## src/rtl/mem_port_arbiter.sv

```systemverilog
// rtl/mem_port_arbiter.sv - instruction-fetch / data port arbiter for a single-ported synchronous-read memory
module mem_port_arbiter #(
    parameter int ADDR_WIDTH    = 32,
    parameter int DATA_WIDTH    = 32,
    parameter int DATA_PRIORITY = 1
) (
    input  logic                  clk,
    input  logic                  rst,

    input  logic                  if_req,
    input  logic [ADDR_WIDTH-1:0] if_addr,
    output logic                  if_valid,
    output logic [DATA_WIDTH-1:0] if_rdata,
    output logic                  if_stall,

    input  logic                  d_req,
    input  logic                  d_we,
    input  logic [ADDR_WIDTH-1:0] d_addr,
    input  logic [DATA_WIDTH-1:0] d_wdata,
    output logic                  d_valid,
    output logic [DATA_WIDTH-1:0] d_rdata,
    output logic                  d_stall,

    output logic                  mem_en,
    output logic                  mem_we,
    output logic [ADDR_WIDTH-1:0] mem_addr,
    output logic [DATA_WIDTH-1:0] mem_wdata,
    input  logic [DATA_WIDTH-1:0] mem_rdata,

    output logic [31:0]           conflict_cnt
);

    // Owner of the read response returning from the memory this cycle.
    typedef enum logic [1:0] {
        IDLE    = 2'd0,
        IF_PEND = 2'd1,
        D_PEND  = 2'd2
    } state_t;

    localparam logic GRANT_IF = 1'b0;
    localparam logic GRANT_D  = 1'b1;

    state_t      state_q, state_d;
    logic        last_grant_q, last_grant_d;
    logic        pend_store_q, pend_store_d;
    logic [31:0] conflict_cnt_q, conflict_cnt_d;

    logic        if_elig;
    logic        d_elig;
    logic        grant_if;
    logic        grant_d;

    // A port whose response is still in flight is not eligible; this is what
    // keeps a continuously-held request to at most one grant every other cycle.
    always_comb begin
        if_elig = if_req && (state_q != IF_PEND);
        d_elig  = d_req  && (state_q != D_PEND);
    end

    // Grant selection; nothing is granted while reset is held so no access
    // (in particular no write) reaches the memory during reset.
    always_comb begin
        grant_if = 1'b0;
        grant_d  = 1'b0;
        if (!rst) begin
            if (if_elig && d_elig) begin
                if (DATA_PRIORITY != 0) begin
                    grant_d = 1'b1;
                end else if (last_grant_q == GRANT_D) begin
                    grant_if = 1'b1;
                end else begin
                    grant_d = 1'b1;
                end
            end else begin
                grant_if = if_elig;
                grant_d  = d_elig;
            end
        end
    end

    // Memory request mux: the granted port's address, write only for a data store.
    always_comb begin
        mem_en    = 1'b0;
        mem_we    = 1'b0;
        mem_addr  = '0;
        mem_wdata = '0;
        if (grant_d) begin
            mem_en    = 1'b1;
            mem_we    = d_we;
            mem_addr  = d_addr;
            mem_wdata = d_wdata;
        end else if (grant_if) begin
            mem_en    = 1'b1;
            mem_addr  = if_addr;
            mem_wdata = d_wdata;
        end
    end

    // Next-state logic: the state records who owns next cycle's response.
    always_comb begin
        state_d        = IDLE;
        last_grant_d   = last_grant_q;
        pend_store_d   = 1'b0;
        conflict_cnt_d = conflict_cnt_q;
        if (grant_if) begin
            state_d      = IF_PEND;
            last_grant_d = GRANT_IF;
        end else if (grant_d) begin
            state_d      = D_PEND;
            last_grant_d = GRANT_D;
            pend_store_d = d_we;
        end
        if (if_elig && grant_d) begin
            conflict_cnt_d = conflict_cnt_q + 32'd1;
        end
    end

    // State register; reset discards any outstanding response.
    always_ff @(posedge clk) begin
        if (rst) begin
            state_q        <= IDLE;
            last_grant_q   <= GRANT_D;
            pend_store_q   <= 1'b0;
            conflict_cnt_q <= '0;
        end else begin
            state_q        <= state_d;
            last_grant_q   <= last_grant_d;
            pend_store_q   <= pend_store_d;
            conflict_cnt_q <= conflict_cnt_d;
        end
    end

    // Responses and stalls; valid is masked by rst so a response whose
    // owner is being reset never pulses.
    always_comb begin
        if_valid = (state_q == IF_PEND) && !rst;
        d_valid  = (state_q == D_PEND)  && !rst;
        if_rdata = if_valid ? mem_rdata : '0;
        d_rdata  = (d_valid && !pend_store_q) ? mem_rdata : '0;
        if_stall = if_req && !if_valid;
        d_stall  = d_req  && !d_valid;
    end

    assign conflict_cnt = conflict_cnt_q;

endmodule

```

## config.mk

```make
export PLATFORM = sky130hd
export DESIGN_NAME = mem_port_arbiter
export DESIGN_NICKNAME = d
export VERILOG_FILES = /design/src/rtl/mem_port_arbiter.sv
export SDC_FILE = /design/constraint.sdc
export NUM_CORES = 1
export LEC_CHECK = 0
export CAP_MARGIN = 20
export CORE_AREA = 2 2 117 119
export CTS_CLUSTER_DIAMETER = 100
export CTS_CLUSTER_SIZE = 16
export DETAILED_ROUTE_END_ITERATION = 7
export DIE_AREA = 0 0 119 121
export GPL_ROUTABILITY_DRIVEN = 0
export PLACE_DENSITY = 0.72
export SLEW_MARGIN = 20
export SYNTH_ARGS = -nofsm -noshare
export SYNTH_HDL_FRONTEND = slang
export SYNTH_SLANG_ARGS = --single-unit
```

## constraint.sdc

```tcl
create_clock -name clk -period 2.6 [get_ports clk]
set_input_delay 0.39 -clock clk [delete_from_list [all_inputs] [get_ports clk]]
set_output_delay 0.39 -clock clk [all_outputs]
set_load 0.01 [all_outputs]
```

# ---- Word-level counts from Yosys, hierarchy flattened
# Index checks and enable logic that the tools add are counted.
dict set report totals {
  regBits 35
  output_inout_bits 166
  inputBits 133
}
dict set report classes {
  reduce_logical 14
  n_addsub 1
  n_mux 15
  n_eq_ne 4
}
# operator count
set op_table {}
lappend op_table {{2-to-1 mux 32 bit} 6}
lappend op_table {{adder 32 x 1 -> 32 bit, second input constant} 1}
lappend op_table {{logical AND 1 bit} 9}
lappend op_table {{2-to-1 mux 1 bit} 8}
lappend op_table {{logical NOT 1 bit} 4}
lappend op_table {{equality test 2 x 1 -> 1 bit, second input constant} 1}
lappend op_table {{equality test 2 bit, second input constant} 1}
lappend op_table {{2-to-1 mux 2 bit} 1}
lappend op_table {{!= test 2 x 1 -> 1 bit, second input constant} 1}
lappend op_table {{!= test 2 bit, second input constant} 1}
lappend op_table {{OR reduction 2 bit} 1}

# ---- Logic depth before layout (Yosys ltp)
dict set report depth {
  word_depth 7
  ltp_mapped 7
}

# ---- Worst setup path after synthesis
# OpenSTA, ideal clock, no wires.
dict set report synth_timing {
  kind {in2reg}
  start {in rst}
  end {reg conflict_cnt_q[27], in the netlist conflict_cnt[27]}
  slack_ns 0.491
  arrival_ns 1.988
  required_time_ns 2.479
  cell_stages 6
  setup_ns 0.121
  n_path_buf 2
  cell_sequence {buf_6 -> nand3b_1 -> or4_1 -> buf_2 -> nor4_1 -> mux2_2}
}
dict set report synth_between {
  elab_chain_len 2
}
# element line
set synth_lines {}
lappend synth_lines {{start, declared} 8} ;# input logic rst,
lappend synth_lines {{2-to-1 mux 1 bit} 65} ;# if (!rst) begin
lappend synth_lines {{logical AND 1 bit} 113} ;# if (if_elig && grant_d) begin
lappend synth_lines {{end signal, assigned} 129} ;# conflict_cnt_q <= conflict_cnt_d;
lappend synth_lines {{end, declared} 46} ;# logic [31:0] conflict_cnt_q, conflict_cnt_d;
# Parallel ways exist; a longest one is shown, timed or not.
# A chain may end at the register's enable or synchronous reset.

# ---- Final worst setup path
dict set report layout_timing {
  start {reg state_q[0]}
  end {out mem_addr[24]}
}
dict set report layout_between {
  elab_chain_len 7
  word_cells_on_any_way 11
  cone_classes {eq/ne: 2; mux: 6; reduce/logical: 3}
}
# element line
set layout_lines {}
lappend layout_lines {{start, declared} 43} ;# state_t state_q, state_d;
lappend layout_lines {{start signal, assigned} 126} ;# state_q <= state_d;
lappend layout_lines {{!= test 2 x 1 -> 1 bit or != test 2 bit (tied branches)} {56, 57}}
lappend layout_lines {{logical AND 1 bit, on equally long branches} {56, 57}}
lappend layout_lines {{logical AND 1 bit} 66} ;# if (if_elig && d_elig) begin
lappend layout_lines {{2-to-1 mux 1 bit} 66}
lappend layout_lines {{2-to-1 mux 1 bit} 65}
lappend layout_lines {{2-to-1 mux 32 bit} 92} ;# end else if (grant_if) begin
lappend layout_lines {{2-to-1 mux 32 bit (*)} 87} ;# if (grant_d) begin
lappend layout_lines {{end, declared} 26} ;# output logic [ADDR_WIDTH-1:0] mem_addr,
# Mark *: on every way between the ends. The rest lies on a longest branch, timed or not.

==> out/summary.log <==
[floorplanning] die height 121 um
[clock_tree] number of buffers added to fix hold violations after cts 0
[floorplanning] initial standard-cell utilization of the core 21.34%
[cells_and_area] post-layout util 48.15%
[drt] Routed wire per std cell 21.81 um
[floorplanning] number of rows created at floorplan 42
[drt] number of optimization iterations in the first detailed-route pass 5
[floorplanning] I/O Pins 299
[cells_and_area] layout-stage area growth over the synthesis result 125.6%
[synthesis] cell area after synthesis 2793 sq um
[critical_path] highest fanout seen on the critical path 13
[sta] final count of hold timing violations 0
[critical_path] classification of the worst setup path flop to output port
[clock_tree] TritonCTS buffer count 5
[critical_path] CP startpoint kind flop
[synthesis] share of the yosys chip area belonging to registers 25.09%
[synthesis] warnings from Yosys 0
[sta] Slew @ Worst Pin 0.6313 ns
[global_route] antenna violations before repair 4
[hold_path] class of the worst hold path flop to flop
[sta] setup_tns 0 ns
[sta] final-report max-slew violation count 0
[sta] number of endpoints failing setup at the final stage 0
[critical_path] Crit path arrival time 2.15 ns
[clock_tree] Clock Tree Buf Depth 2
[synthesis] Post-Syn Area per Cell 7.630 sq um
[sta] peak clock frequency supported by timing 0.3933 GHz
[clock_tree] clock sinks 35
[placement] HPWL after DPL 15760 um
[clock_tree] later-pin clock latency in the skew report 0.28 ns
[sta] final critical-path share of the clock period 97.78%
[clock_tree] clock tree from TritonCTS done
[drt] total vias in the final route 4201
[clock_tree] # Post-CTS Setup Buffers 0
[clock_tree] htree depth 2
[floorplanning] Total Die Area 14400 sq um
[floorplanning] area of the core region 13090 sq um
[status] result of the run completed
[synthesis] count of distinct cell types in the synthesized netlist 37
[cells_and_area] Final #Nets 804
[placement] count of buffers from port buffering 298
[pwr] Pleak 2.531 nW
[drt] number of remaining DRC errors 0
[sta] Relative slew margins 57.77%
[synthesis] Synth async-reset ratio 0%
[synthesis] Post-Synthesis Cells 366
[global_route] GRT Total Usage 24.17%
[synthesis] number of enable flip-flop cells after synthesis 0
[critical_path] data required time at the worst endpoint 2.21 ns
[job] maxcap violations 0
[synthesis] most used flip-flop cell after synthesis sky130_fd_sc_hd__dfxtp_1
[cells_and_area] fraction of layout instances using a drive strength above 1 8.346%
[pwr] worst voltage drop across the vdd grid 0.0002346 V
[clock_tree] post-CTS clock slew at the launch and capture registers of the worst setup and hold paths 0.05 ns
[clock_tree] Clock Tree Root sky130_fd_sc_hd__clkbuf_16
[global_route] via count of the first global-routing pass 4075
[critical_path] CP Capture Type output port
[drt] initial detailed-routing violation count 419
[cells_and_area] Design Area, Final 6301 sq um
[placement] area post-placement 6150 sq um
[pwr] Power Density 284.9 nW/um^2
[synthesis] number of synthesized register bits 35
[sta] min Tclk post-route 2.542 ns
[drt] number of antenna-violating nets in the routed design 0
[global_route] Overflow after GRT 0
[drt] post-detailed-route via-to-cell ratio 4.948
[global_route] first-pass GRT wire length 25860 um
[synthesis] Mapped Nets 500
[global_route] pin count of the biggest net entering global routing 36
[sta] clk_skew 0.005538 ns
[floorplanning] width of the die 119 um
[drt] Total Wirelength 18520 um
report_power, final:
part,switching [W],internal [W]
clock network,0.000228,0.000353
logic,0.000270,0.000401
registers,0.00000370,0.000540
sequential cells by signal, indices dropped and copies added, names as in the netlist:
register and flops:
pend_store_q 1, state_q 2, conflict_cnt 32
cells in the mapped netlist, types with 2 or more instances:
master	n	share of area [%]
sky130_fd_sc_hd__nor2b_1	11	2.5
sky130_fd_sc_hd__xor2_1	2	0.63
sky130_fd_sc_hd__mux2_2	9	3.6
sky130_fd_sc_hd__nand3_1	7	1.3
sky130_fd_sc_hd__o311ai_0	4	1.3
sky130_fd_sc_hd__o31ai_1	6	1.6
sky130_fd_sc_hd__nor3_1	4	0.72
sky130_fd_sc_hd__nor4_1	7	1.6
sky130_fd_sc_hd__xnor2_1	5	1.6
sky130_fd_sc_hd__or3_1	6	1.3
sky130_fd_sc_hd__a21oi_1	12	2.2
sky130_fd_sc_hd__clkbuf_1	25	3.4
sky130_fd_sc_hd__inv_1	5	0.67
sky130_fd_sc_hd__and2_1	69	15
sky130_fd_sc_hd__a22o_1	32	10
sky130_fd_sc_hd__nand4_1	9	2.0
sky130_fd_sc_hd__o21ai_0	8	1.4
sky130_fd_sc_hd__or4_1	10	2.7
sky130_fd_sc_hd__and4_1	3	0.94
sky130_fd_sc_hd__o41ai_1	4	1.3
sky130_fd_sc_hd__buf_2	3	0.54
sky130_fd_sc_hd__and3_1	38	8.5
sky130_fd_sc_hd__nand2_1	19	2.6
sky130_fd_sc_hd__nor2_1	18	2.4
sky130_fd_sc_hd__or2_2	4	0.90
sky130_fd_sc_hd__dfxtp_1	35	25
worst paths after layout:
kind,slack (ns),from,endpoint,depth (start not counted)
setup / recovery,0.06,state_q[0]$_SDFF_PP0_,mem_addr[24],7
hold / removal,0.51,conflict_cnt[1]$_SDFFE_PP0P_,conflict_cnt[1]$_SDFFE_PP0P_,2
setup reg to reg,0.39,state_q[1]$_SDFF_PP0_,conflict_cnt[31]$_SDFFE_PP0P_,4
hold reg to reg,0.51,conflict_cnt[1]$_SDFFE_PP0P_,conflict_cnt[1]$_SDFFE_PP0P_,2
repair_timing:
action,CTS,global route
setup endpoints to repair,93,25
endpoints found under the hold margin,0,0
cloned,0,1
pin swaps,0,0
gates resized for setup,29,5
cell type report:
type	count	area [sq um]
Clock inverter	2	12.51
Fill cell	1277	6784
Tap cell	176	220.2
Antenna cell	2	5.005
Inverter	5	18.77
Sequential cell	35	700.7
Timing Repair Buffer	327	3251
Multi-Input combinational cell	296	1964
Clock buffer	6	128.9
logic make-up (layout without fill, tap and decap cells):
group,count (synthesis),after routing,share of synthesized area (%)
XOR/XNOR,7,7,2.195
AO/OA/AOI/OAI,67,67,18.06
multiplexers,9,9,3.629
buffers and inverters,35,340,5.107
other,0,2,0
flip-flops,35,35,25.09
AND/OR/NAND/NOR,212,212,45.47
adder cells (fa/ha/maj),1,1,0.4480
metal layers:
| layer | share of wire [%] | global-route usage, % |
|---|---|---|
| met1 | 43 | 33.33 |
| met2 | 43 | 35.49 |
| met3 | 11 | 8.318 |
| met4 | 2.6 | 6.994 |
| met5 | 0 | 0 |
metrics by stage:
step,worst slack [ns],power [W],hold slack (ns),cells
2_1_floorplan,0.4912,0.0007403,0.5032,366
3_3_place_gp,-0.1920,0.001231,0.4807,838
3_5_place_dp,-0.2205,0.001235,0.5098,838
4_1_cts,0.01428,0.001794,0.5202,846
5_1_grt,-0.008107,0.001859,0.5389,848
6_report,0.05773,0.001795,0.5129,849
critical path, stage by stage (launching register included):
cell	delay, ns
sky130_fd_sc_hd__dfxtp_1	0.32
sky130_fd_sc_hd__nand2b_2	0.22
sky130_fd_sc_hd__o21ai_1	0.12
sky130_fd_sc_hd__and3_4	0.25
sky130_fd_sc_hd__buf_12	0.15
sky130_fd_sc_hd__buf_12	0.12
sky130_fd_sc_hd__a22o_1	0.14
sky130_fd_sc_hd__clkdlybuf4s50_1	0.54
cells in the final DEF, fill, tap and decap left out, types with 10 or more instances in the layout:
cell type,instances
sky130_fd_sc_hd__clkdlybuf4s50_1,268
sky130_fd_sc_hd__and2_1,69
sky130_fd_sc_hd__and3_1,37
sky130_fd_sc_hd__dfxtp_1,35
sky130_fd_sc_hd__a22o_1,32
sky130_fd_sc_hd__dlygate4sd2_1,28
sky130_fd_sc_hd__buf_4,23
sky130_fd_sc_hd__nand2_1,19
sky130_fd_sc_hd__nor2_1,18
sky130_fd_sc_hd__a21oi_1,12
sky130_fd_sc_hd__nor2b_1,10
sky130_fd_sc_hd__or4_1,10
(Power assumes the default switching activity.)
